<file path="src/rtl/load_store_unit_pkg.sv">
`default_nettype none
// ============================================================================
// Module   : load_store_unit_pkg
// Purpose  : Access-size encodings and FSM state type shared by the LSU files.
// Revision : 1.0 - initial release
// ============================================================================
package load_store_unit_pkg;

    localparam logic [1:0] SIZE_BYTE   = 2'b00;
    localparam logic [1:0] SIZE_HALF   = 2'b01;
    localparam logic [1:0] SIZE_WORD   = 2'b10;
    localparam logic [1:0] SIZE_DOUBLE = 2'b11;

    typedef enum logic [2:0] {
        IDLE      = 3'd0,
        STORE     = 3'd1,
        LOAD_ADDR = 3'd2,
        LOAD_WAIT = 3'd3,
        RESP      = 3'd4
    } lsuState_t;

endpackage
`default_nettype wire

</file>
<file path="src/rtl/lsu_align_check.sv">
`default_nettype none
// ============================================================================
// Module   : lsu_align_check
// Purpose  : Combinational misalignment detect from the low address bits.
// Revision : 1.0 - initial release
// ============================================================================
module lsu_align_check
    import load_store_unit_pkg::*;
(
    input  logic [2:0] addressLow,
    input  logic [1:0] size,
    output logic       misaligned
);

    always_comb begin
        misaligned = 1'b0;
        case (size)
            SIZE_BYTE:   misaligned = 1'b0;
            SIZE_HALF:   misaligned = addressLow[0];
            SIZE_WORD:   misaligned = |addressLow[1:0];
            SIZE_DOUBLE: misaligned = |addressLow[2:0];
            default:     misaligned = 1'b0;
        endcase
    end

endmodule
`default_nettype wire

</file>
<file path="src/rtl/load_store_unit.sv">
`default_nettype none
// ============================================================================
// Module   : load_store_unit
// Purpose  : Single-outstanding load/store sequencer for the on-chip data memory.
// Revision : 1.0 - initial release
// ============================================================================
module load_store_unit
    import load_store_unit_pkg::*;
#(
    parameter int ADDR_WIDTH = 11,
    parameter int DATA_WIDTH = 64
) (
    input  logic                  clk,
    input  logic                  reset,
    input  logic                  reqValid,
    output logic                  reqReady,
    input  logic                  reqWrite,
    input  logic [ADDR_WIDTH-1:0] reqAddress,
    input  logic [DATA_WIDTH-1:0] reqWriteData,
    input  logic [1:0]            reqSize,
    input  logic                  reqSignExtended,
    output logic                  respValid,
    input  logic                  respReady,
    output logic [DATA_WIDTH-1:0] respReadData,
    output logic                  respMisaligned,
    output logic [ADDR_WIDTH-1:0] memAddress,
    output logic [DATA_WIDTH-1:0] memWriteData,
    output logic                  memSignExtended,
    output logic [1:0]            memWriteSize,
    output logic                  memWriteEnable,
    input  logic [DATA_WIDTH-1:0] memReadData,
    output logic [15:0]           loadCount,
    output logic [15:0]           storeCount
);

    lsuState_t             r_state;
    lsuState_t             w_nextState;
    logic                  w_accept;
    logic                  w_misaligned;
    logic                  w_memActive;
    logic [DATA_WIDTH-1:0] w_loadData;

    logic [ADDR_WIDTH-1:0] r_address;
    logic [DATA_WIDTH-1:0] r_writeData;
    logic [1:0]            r_size;
    logic                  r_signExtended;
    logic [DATA_WIDTH-1:0] r_respReadData;
    logic                  r_respMisaligned;
    logic [15:0]           r_loadCount;
    logic [15:0]           r_storeCount;

    lsu_align_check u_alignCheck (
        .addressLow (reqAddress[2:0]),
        .size       (reqSize),
        .misaligned (w_misaligned)
    );

    assign w_accept = reqValid && (r_state == IDLE);

    always_ff @(posedge clk) begin
        if (reset) begin
            r_state <= IDLE;
        end else begin
            r_state <= w_nextState;
        end
    end

    always_comb begin
        w_nextState = r_state;
        case (r_state)
            IDLE: begin
                if (reqValid) begin
                    if (w_misaligned)  w_nextState = RESP;
                    else if (reqWrite) w_nextState = STORE;
                    else               w_nextState = LOAD_ADDR;
                end
            end
            STORE:     w_nextState = RESP;
            LOAD_ADDR: w_nextState = LOAD_WAIT;
            LOAD_WAIT: w_nextState = RESP;
            RESP:      if (respReady) w_nextState = IDLE;
            default:   w_nextState = IDLE;
        endcase
    end

    // Memory-side outputs are zeroed whenever no access is in flight.
    always_comb begin
        reqReady        = (r_state == IDLE);
        respValid       = (r_state == RESP);
        memWriteEnable  = (r_state == STORE);
        w_memActive     = (r_state == STORE) || (r_state == LOAD_ADDR) || (r_state == LOAD_WAIT);
        memAddress      = w_memActive ? r_address      : '0;
        memWriteData    = w_memActive ? r_writeData    : '0;
        memWriteSize    = w_memActive ? r_size         : 2'b00;
        memSignExtended = w_memActive ? r_signExtended : 1'b0;
    end

    // Memory returns its bytes at the low end; size them and extend here.
    always_comb begin
        w_loadData = memReadData;
        case (r_size)
            SIZE_BYTE:   w_loadData = {{(DATA_WIDTH-8){r_signExtended & memReadData[7]}}, memReadData[7:0]};
            SIZE_HALF:   w_loadData = {{(DATA_WIDTH-16){r_signExtended & memReadData[15]}}, memReadData[15:0]};
            SIZE_WORD:   w_loadData = {{(DATA_WIDTH-32){r_signExtended & memReadData[31]}}, memReadData[31:0]};
            SIZE_DOUBLE: w_loadData = memReadData;
            default:     w_loadData = memReadData;
        endcase
    end

    always_ff @(posedge clk) begin
        if (reset) begin
            r_address        <= '0;
            r_writeData      <= '0;
            r_size           <= 2'b00;
            r_signExtended   <= 1'b0;
            r_respReadData   <= '0;
            r_respMisaligned <= 1'b0;
            r_loadCount      <= 16'd0;
            r_storeCount     <= 16'd0;
        end else begin
            if (w_accept) begin
                r_address        <= reqAddress;
                r_writeData      <= reqWriteData;
                r_size           <= reqSize;
                r_signExtended   <= reqSignExtended;
                r_respReadData   <= '0;
                r_respMisaligned <= w_misaligned;
                if (!w_misaligned) begin
                    if (reqWrite && (r_storeCount != 16'hFFFF)) r_storeCount <= r_storeCount + 16'd1;
                    if (!reqWrite && (r_loadCount != 16'hFFFF)) r_loadCount <= r_loadCount + 16'd1;
                end
            end
            if (r_state == LOAD_WAIT) begin
                r_respReadData <= w_loadData;
            end
        end
    end

    assign respReadData   = r_respReadData;
    assign respMisaligned = r_respMisaligned;
    assign loadCount      = r_loadCount;
    assign storeCount     = r_storeCount;

endmodule
`default_nettype wire
</file>
<file path="config.mk">
export PLATFORM = sky130hd
export DESIGN_NAME = load_store_unit
export DESIGN_NICKNAME = d
export VERILOG_FILES = /design/src/rtl/load_store_unit_pkg.sv /design/src/rtl/lsu_align_check.sv /design/src/rtl/load_store_unit.sv
export SDC_FILE = /design/constraint.sdc
export NUM_CORES = 1
export LEC_CHECK = 0
export CAP_MARGIN = 20
export CELL_PAD_IN_SITES_DETAIL_PLACEMENT = 1
export CELL_PAD_IN_SITES_GLOBAL_PLACEMENT = 1
export CORE_MARGIN = 5
export CORE_UTILIZATION = 34
export CTS_BUF_LIST = sky130_fd_sc_hd__clkbuf_8
export CTS_CLUSTER_SIZE = 40
export DETAILED_ROUTE_END_ITERATION = 10
export PLACE_DENSITY_LB_ADDON = 0.1
export RECOVER_POWER = 100
export SLEW_MARGIN = 20
export SYNTH_ARGS = -nofsm -noshare
export SYNTH_HDL_FRONTEND = slang
export SYNTH_HIERARCHICAL = 1
export SYNTH_SLANG_ARGS = --single-unit
</file>
<file path="constraint.sdc">
create_clock -name clk -period 3.2 [get_ports clk]
set_input_delay 0.48 -clock clk [delete_from_list [all_inputs] [get_ports clk]]
set_output_delay 0.48 -clock clk [all_outputs]
set_load 0.005 [all_outputs]
</file>
==> flow_metrics.py, run 1 <==
metrics = {
    "drt": {
        "firstDrtPassIters": 5,
        "dr.first_iter.drc_count": 479,
        "drt-total-wl_um": 28900,
        "drc": 0,
        "antenna_left": 0,
        "via_per_inst": 5.05,
        "via_count": 8128,
        "routedWlPerCell_um": 17.9,
    },
    "setup_path": {
        "critPathKind": "flip-flop to primary output",
        "rrSetupSlack_ns": 0.53,
        "crit_required_ns": 2.72,
        "start_kind": "flip-flop",
        "crit_fanout": 9,
        "endpoint_kind": "primary output",
        "crit_arrival_ns": 2.44,
    },
    "timing": {
        "period_minus_slack_ns": 2.92,
        "fin_skew_ns": 0.0161,
        "setup_violations": 0,
        "worstMarginPinSlew_ns": 1.12,
        "holdWs_ns": 0.450,
        "rsz0062_at_grt": "no",
        "hold_violations": 0,
        "fmax_mhz": 342,
        "timing.slew.headroom_pct": 25.0,
        "slew_violations": 0,
        "fin_crit_sh_pct": 91.4,
        "setup_tns_ns": 0,
    },
    "clock_tree": {
        "cts_buffers": 17,
        "holdBufCountCts": 0,
        "clock_latency_ns": 0.47,
        "cts_tree": "yes",
        "post-cts-setup-buffers": 0,
        "h-tree-depth": 4,
        "clk_path_buf_depth": 2,
        "cts_resized": 0,
        "cts_root_buf": "clkbuf_8",
        "clock_sinks": 178,
        "cts.reportedPaths.clkPinSlew_ns": 0.09,
    },
    "die": {
        "die_area_mm2": 0.0264,
        "rows": 55,
        "initial_core_util_pct": 34.7,
        "die_width_um": 162,
        "io_pins": 325,
        "core_area_mm2": 0.0228,
        "die_y_um": 162,
    },
    "grt": {
        "track_usage_pct": 21.0,
        "grt_pass1_vias": 7955,
        "grt-ovfl-total": 0,
        "antenna_found_initial": 5,
        "grt_pass1_wl_um": 44600,
        "grt_max_degree": 81,
    },
    "synth": {
        "ys_ff_latch": 178,
        "syn_area_mm2": 0.00791,
        "synth_xor_area_share_pct": 0,
        "synth_fa_ha_area_share_pct": 0.317,
        "syn_nets": 1149,
        "async_flop_share_pct": 0,
        "yosysUniqueCellTypes": 51,
        "syn_area_per_cell_um2": 7.91,
        "synth_compound_gate_area_share_pct": 19.1,
        "yosysSeqAreaShare_pct": 45.1,
        "synth_edf_count": 0,
        "syn_inst": 1000,
        "synth_top_family_by_area": "simple AND/OR/NAND/NOR gates",
        "synth_ff_type": "dfxtp_1",
        "synth_simple_gate_area_share_pct": 29.4,
        "netlist_top_cells_area": "dfxtp_1, nand2_1, a21oi_1",
        "synth_top_area_share_pct": 45.1,
        "synth_top_area_cell": "dfxtp_1",
        "yosysWarningCount": 6,
        "muxShareOfSynthArea_pct": 1.54,
    },
    "final_layout": {
        "layout-drive-gt1-share_pct": 4.64,
        "fillers": 2738,
        "fin_nets": 1430,
        "syn_to_final_growth_pct": 47.7,
    },
    "power": {
        "finalPower_mw": 4.43,
        "leakage_nw": 4.56,
        "peakVddDrop_mv": 0.240,
        "power_density_mw_per_mm2": 379,
    },
    "place": {
        "hpwl_um": 20400,
        "gp_congestion": 0.795,
        "numPortBuffers": 324,
    },
    "outcome": {
        "outcome": "completed",
    },
    "worst_hold_path": {
        "hp-class": "flip-flop to flip-flop",
    },
    "flow_run": {
        "maxCapViolations": 0,
    },
}
## per-layer routing
metal	wire length, µm	GRT usage [%]	vias to the layer above
li1	-	-	3987
met1	12500	26.3	3903
met2	14200	35.6	197
met3	1490	4.99	39
met4	715	6.88	2
met5	13	0	-
## cell families (layout without fill, tap and decap cells)
family	Yosys count	after routing
compound gates	260	260
flops	178	178
simple gates	460	460
fa+ha+maj	2	2
other cells	0	4
buf+inv	89	382
mux	11	11
## critical path, cell delays in order, from the launching register on
cell and delay (ns):
dfxtp_1 0.42, nor3_1 0.87, clkdlybuf4s50_1 0.70
## power by group
group	switching [mW]	internal, mW
clock network	0.866	0.529
logic	0.379	0.314
registers	0.0435	2.30
total	1.29	3.14
## worst paths after layout
check                         from                to  cells past startpoint
setup / recovery        r_state[2]          reqReady                      2
hold reg to reg   respReadData[61]  respReadData[61]                      2
setup reg to reg        r_state[2]    storeCount[11]                      4
hold / removal    respReadData[61]  respReadData[61]                      2
## synthesized netlist by cell type (3+ instances only)
| cell type | number |
|---|---|
| nand2_1 | 236 |
| dfxtp_1 | 178 |
| a21oi_1 | 158 |
| and2_1 | 96 |
| clkbuf_1 | 66 |
| o31ai_1 | 47 |
| and3_1 | 35 |
| o21ai_0 | 27 |
| nor2_1 | 24 |
| or4_1 | 14 |
| nand3_1 | 11 |
| buf_2 | 10 |
| mux2_2 | 9 |
| nor2b_1 | 9 |
| a22oi_1 | 8 |
| inv_1 | 6 |
| nand4_1 | 6 |
| nor3_1 | 4 |
| or3_1 | 4 |
| a211oi_1 | 3 |
| and4_1 | 3 |
| buf_1 | 3 |
| o2111ai_1 | 3 |
| o41ai_1 | 3 |
## cell usage in the layout (no fill, tap or decap), types with 5 or more instances in the layout
cell type / count
nand3_1: 11
nand2_1: 236
and3_1: 35
nand4_1: 7
mux2_2: 9
o31ai_1: 47
a22oi_1: 8
a21oi_1: 158
clkbuf_1: 8
or4_1: 14
nor2_1: 22
clkbuf_8: 17
nor3_1: 5
clkdlybuf4s50_1: 201
dfxtp_1: 178
and2_0: 27
dlygate4sd3_1: 122
buf_4: 9
and2_1: 69
nor2b_1: 9
o21ai_0: 27
inv_1: 9
## flip-flops by register name (all words and copies together), names as in the netlist, 2 cells and up
signal,count
r_address,11
r_writeData,64
respReadData,64
r_size,2
storeCount,16
r_state,3
loadCount,16
## metrics by stage
step                      area, µm²  utilization [%]  worst slack, ns  std cells
final                         11700             51.3            0.275       1610
after global routing          11700             51.3            0.140       1610
after CTS                     11800             51.7            0.374       1606
after detailed placement      11500             50.3            0.252       1575
after global placement        11500             50.3            0.335       1575
after floorplan                7910                -             1.10       1000
## layout make-up
cell class                      instances  area, µm²  area share, %
Antenna cell                            4       10.0         0.0857
Clock buffer                           17        234           2.00
Clock inverter                         14       95.1          0.814
Inverter                                6       22.5          0.193
Multi-Input combinational cell        733       3960           33.9
Sequential cell                       178       3560           30.5
Tap cell                              313        392           3.35
Timing Repair Buffer                  345       3400           29.1
Note: power is estimated with default switching activity, not from simulation.
==> run 2, diff against run 1 <==
==> constraint.sdc (replaced) <==
create_clock -name clk -period 3.2 [get_ports clk]
set_input_delay 0.96 -clock clk [delete_from_list [all_inputs] [get_ports clk]]
set_output_delay 0.96 -clock clk [all_outputs]
set_load 0.005 [all_outputs]
==> flow_metrics.py, run 2 (synthesis gave the netlist of run 1 again) <==
metrics = {
    "timing": {
        "rsz0062_at_grt": "no",
        "period_minus_slack_ns": 3.08,
        "fin_crit_sh_pct": 96.2,
        "fmax_mhz": 325,
        "holdWs_ns": 0.451,
        "worstMarginPinSlew_ns": 0.893,
        "setup_violations": 0,
        "timing.slew.headroom_pct": 40.5,
        "slew_violations": 0,
        "hold_violations": 0,
        "fin_skew_ns": 0.0201,
    },
    "die": {
        "io_pins": 325,
        "die_width_um": 162,
        "die_area_mm2": 0.0264,
        "initial_core_util_pct": 34.7,
        "rows": 55,
        "die_y_um": 162,
        "core_area_mm2": 0.0228,
    },
    "final_layout": {
        "layout-drive-gt1-share_pct": 5.70,
        "layout_common_cells": "nand2_1, clkdlybuf4s50_1, dfxtp_1",
        "layout_commonest_cell": "nand2_1",
        "fillers": 2732,
        "syn_to_final_growth_pct": 49.1,
        "fin_util_pct": 51.7,
        "final_area_mm2": 0.0118,
        "fin_nets": 1434,
    },
    "power": {
        "leakage_nw": 4.56,
        "peakVddDrop_mv": 0.212,
        "finalPower_mw": 4.49,
        "power_density_mw_per_mm2": 381,
    },
    "setup_path": {
        "crit_required_ns": 2.24,
        "crit_arrival_ns": 2.12,
        "critPathKind": "flip-flop to primary output",
        "crit_fanout": 42,
        "start_kind": "flip-flop",
        "endpoint_kind": "primary output",
    },
    "clock_tree": {
        "holdBufCountCts": 0,
        "cts_buffers": 17,
        "clock_sinks": 178,
        "cts_tree": "yes",
        "h-tree-depth": 4,
        "clk_path_buf_depth": 2,
        "cts_resized": 0,
        "cts.reportedPaths.clkPinSlew_ns": 0.10,
        "clock_latency_ns": 0.47,
        "post-cts-setup-buffers": 0,
        "cts_root_buf": "clkbuf_8",
    },
    "place": {
        "gp_congestion": 0.796,
        "numPortBuffers": 324,
        "hpwl_um": 20800,
        "placed_cell_area_mm2": 0.0115,
    },
    "drt": {
        "routedWlPerCell_um": 18.3,
        "drt-total-wl_um": 29400,
        "dr.first_iter.drc_count": 386,
        "firstDrtPassIters": 4,
        "via_count": 8154,
        "drc": 0,
        "via_per_inst": 5.06,
        "antenna_left": 0,
    },
    "grt": {
        "grt_pass1_vias": 8238,
        "grt_max_degree": 83,
        "grt_pass1_wl_um": 45100,
        "track_usage_pct": 21.3,
        "grt-ovfl-total": 0,
        "antenna_found_initial": 1,
    },
    "outcome": {
        "outcome": "completed",
    },
    "worst_hold_path": {
        "hp-class": "flip-flop to flip-flop",
    },
    "flow_run": {
        "maxCapViolations": 0,
    },
}
## run 2: worst max-delay path: stages (launching register included)
cell and delay [ns]:
dfxtp_1 0.44, nor2_4 0.27, buf_12 0.23, and2_1 0.15
clkdlybuf4s50_1 0.57
## run 2: worst paths after layout
check                                       from                to  slack [ns]  cells after the start
worst max-delay path                  r_state[2]  memWriteData[30]        0.12                      4
worst min-delay path            respReadData[49]  respReadData[49]        0.45                      2
worst max register to register        r_state[0]  respReadData[26]        0.98                      6
worst min register to register  respReadData[49]  respReadData[49]        0.45                      2
## run 2: per-layer routing
layer / vias up / GRT usage [%] / routed length [µm]
li1: 3997 / - / -
met1: 3900 / 26.4 / 12600
met2: 214 / 36.6 / 14400
met3: 43 / 4.20 / 1570
met4: 0 / 7.92 / 868
met5: - / 0 / 0
## run 2: through the flow
step                setup TNS [ns]  instances  setup slack, ns
finish                           0       1612            0.121
global route                     0       1612           0.0119
CTS                              0       1611           0.0378
detailed placement          -0.460       1579           -0.108
global placement            -0.103       1579          -0.0577
floorplan                        0       1000            0.625
## run 2: final cells by class
cell class              instances  area [µm²]  area share (%)
diodes                          1        2.50          0.0212
clock buffers                  17         234            1.99
clock inverters                15         110           0.934
inverters                       6        22.5           0.191
multi-input cells             733        3990            33.8
flip-flops and latches        178        3560            30.2
well taps                     313         392            3.32
repair buffers                349        3470            29.5
## run 2: where the power goes
group	switching, mW	internal (mW)	total, mW
logic	0.384	0.327	0.711
clock network	0.896	0.544	1.44
registers	0.0428	2.30	2.34
==> run 3, diff against run 2 <==
--- a/config.mk
+++ b/config.mk
@@ -5,11 +5,12 @@
 export SDC_FILE = /design/constraint.sdc
 export NUM_CORES = 1
 export LEC_CHECK = 0
+export ABC_AREA = 1
 export CAP_MARGIN = 20
 export CELL_PAD_IN_SITES_DETAIL_PLACEMENT = 1
 export CELL_PAD_IN_SITES_GLOBAL_PLACEMENT = 1
 export CORE_MARGIN = 5
-export CORE_UTILIZATION = 34
+export CORE_UTILIZATION = 33
 export CTS_BUF_LIST = sky130_fd_sc_hd__clkbuf_8
 export CTS_CLUSTER_SIZE = 40
 export DETAILED_ROUTE_END_ITERATION = 10
==> flow_metrics.py, run 3 <==
metrics = {
    "synth": {
        "synth_compound_gate_area_share_pct": 16.3,
        "yosysSeqAreaShare_pct": 45.0,
        "synth_ff_type": "dfxtp_1",
        "synth_top_area_cell": "dfxtp_1",
        "netlist_top_cells_area": "dfxtp_1, nand2_1, a21oi_1",
        "yosysMostFrequentCell": "nand2_1",
        "synth_top_area_share_pct": 45.0,
        "syn_area_per_cell_um2": 6.82,
        "syn_nets": 1309,
        "yosysWarningCount": 6,
        "synthTopCellsByCount": "nand2_1, dfxtp_1, a21oi_1",
        "synth_top_family_by_area": "simple AND/OR/NAND/NOR gates",
        "synth_fa_ha_area_share_pct": 0.316,
        "synth_simple_gate_area_share_pct": 27.2,
        "yosysUniqueCellTypes": 27,
        "synth_edf_count": 0,
        "async_flop_share_pct": 0,
        "syn_inst": 1160,
        "muxShareOfSynthArea_pct": 0,
        "synth_xor_area_share_pct": 0.554,
        "ys_ff_latch": 178,
        "syn_area_mm2": 0.00791,
    },
    "setup_path": {
        "endpoint_kind": "primary output",
        "crit_required_ns": 2.24,
        "endpoint": "memWriteSize[1]",
        "critPathKind": "flip-flop to primary output",
        "ff2ff_path_depth": 8,
        "crit_arrival_ns": 2.07,
        "rrSetupSlack_ns": 0.82,
        "critPathLaunch": "r_state[1]",
        "crit_fanout": 21,
        "r2r-start": "r_state[1]",
        "r2r-end": "respReadData[36]",
        "start_kind": "flip-flop",
    },
    "grt": {
        "antenna_found_initial": 2,
        "grt_max_degree": 86,
        "track_usage_pct": 20.3,
        "grt_pass1_vias": 8220,
        "grt-ovfl-total": 0,
        "grt_pass1_wl_um": 44000,
    },
    "drt": {
        "dr.first_iter.drc_count": 488,
        "via_count": 8410,
        "antenna_left": 0,
        "drc": 0,
        "via_per_inst": 4.71,
        "firstDrtPassIters": 5,
        "drt-total-wl_um": 28600,
        "routedWlPerCell_um": 16.0,
    },
    "clock_tree": {
        "h-tree-depth": 4,
        "cts_buffers": 17,
        "post-cts-setup-buffers": 0,
        "cts_root_buf": "clkbuf_8",
        "clock_sinks": 178,
        "cts.reportedPaths.clkPinSlew_ns": 0.09,
        "clk_path_buf_depth": 2,
        "clock_latency_ns": 0.46,
        "cts_tree": "yes",
    },
    "timing": {
        "setup_violations": 0,
        "rsz0062_at_grt": "no",
        "fin_crit_sh_pct": 94.6,
        "hold_violations": 0,
        "fmax_mhz": 330,
        "slew_violations": 0,
        "fin_skew_ns": 0.0176,
        "fin_ws_ns": 0.172,
        "worstMarginPinSlew_ns": 0.959,
        "timing.slew.headroom_pct": 36.1,
        "period_minus_slack_ns": 3.03,
        "holdWs_ns": 0.457,
        "setup_tns_ns": 0,
    },
    "worst_hold_path": {
        "hp-class": "flip-flop to flip-flop",
    },
    "flow_run": {
        "maxCapViolations": 0,
    },
    "final_layout": {
        "fin_util_pct": 50.0,
        "regArea_mm2": 0.00356,
        "layout_commonest_cell": "nand2_1",
        "fin_cells": 1785,
        "final_area_mm2": 0.0118,
        "syn_to_final_growth_pct": 48.8,
        "layout-drive-gt1-share_pct": 5.05,
        "fillers": 3020,
        "layout_common_cells": "nand2_1, clkdlybuf4s50_1, dfxtp_1",
        "multi_input_area_mm2": 0.00352,
        "fin_nets": 1601,
    },
    "place": {
        "place_ws_ns": 0.215,
        "gp_congestion": 0.785,
        "post-place-cells": 1752,
        "numPortBuffers": 324,
        "hpwl_um": 21200,
        "placed_cell_area_mm2": 0.0114,
    },
    "power": {
        "finalPower_mw": 4.89,
        "power_density_mw_per_mm2": 415,
        "peakVddDrop_mv": 0.203,
        "leakage_nw": 4.71,
    },
    "die": {
        "die_area_mm2": 0.0272,
        "die_width_um": 165,
        "initial_core_util_pct": 33.6,
        "core_area_mm2": 0.0235,
        "rows": 56,
        "io_pins": 325,
        "die_y_um": 165,
    },
    "outcome": {
        "outcome": "completed",
    },
}
==> run 3: cell count changes after synthesis, sizes merged, moves of 35 or more <==
cell   previous run  this run
nor2             24       149
inv               6       118
and2             96         0
nand2           236       309
o21ai            27        90
o31ai            47         0
and3             35         0
==> run 3: layer usage <==
metal	global-route usage (%)	vias to the layer above	share of wire, %
li1	-	4246	-
met1	24.2	3913	42
met2	33.5	224	47
met3	8.93	25	9.9
met4	5.44	2	1.4
met5	0	-	0.045
==> run 3: logic make-up (layout without fill, tap and decap cells) <==
group                      Yosys count  count (layout)
adders and majority gates            2               2
other                                0               2
buffers and inverters              193             497
AOI/OAI and AO/OA                  255             255
and+or+nand+nor                    527             527
DFF                                178             178
xor gates and xnor gates             5               5
==> run 3: final cells by class <==
type                    instances  share of cell area (%)
multi-input cells             789                    29.9
clock inverters                14                    1.09
flip-flops and latches        178                    30.3
repair buffers                348                    29.5
clock buffers                  17                    1.99
well taps                     319                    3.39
diodes                          2                  0.0425
inverters                     118                    3.76
==> run 3: report_power, final <==
group	internal, mW	leakage (nW)	switching (mW)	total, mW
clock network	0.624	0.185	0.864	1.49
logic	0.425	3.07	0.580	1.00
registers	2.35	1.45	0.0434	2.39
==> run 3: what timing repair did <==
item	CTS	global route
pin swaps	0	0
gates resized for setup	1	2
endpoints found under the setup margin	39	14
hold buffers	0	0
endpoints found under the hold margin	0	0
==> run 3: worst min-delay path by stage <==
stage	startpoint	endpoint	slack, ns	cells past startpoint
final	r_writeData[38]	r_writeData[38]	0.46	2
after global routing	r_writeData[14]	r_writeData[14]	0.48	2
after CTS	r_address[6]	r_address[6]	0.46	2
after detailed placement	r_writeData[6]	r_writeData[6]	0.45	2
after global placement	r_address[10]	r_address[10]	0.44	2
after floorplan	r_writeData[18]	r_writeData[18]	0.43	2
==> run 3: worst max-delay path, cell delays in order (launching register included) <==
cell           delay [ns]
dfxtp_1              0.35
nor2_1               0.06
inv_1                0.17
nand2_8              0.16
clkbuf_1             0.17
nor2_1               0.10
dlygate4sd3_1        0.62
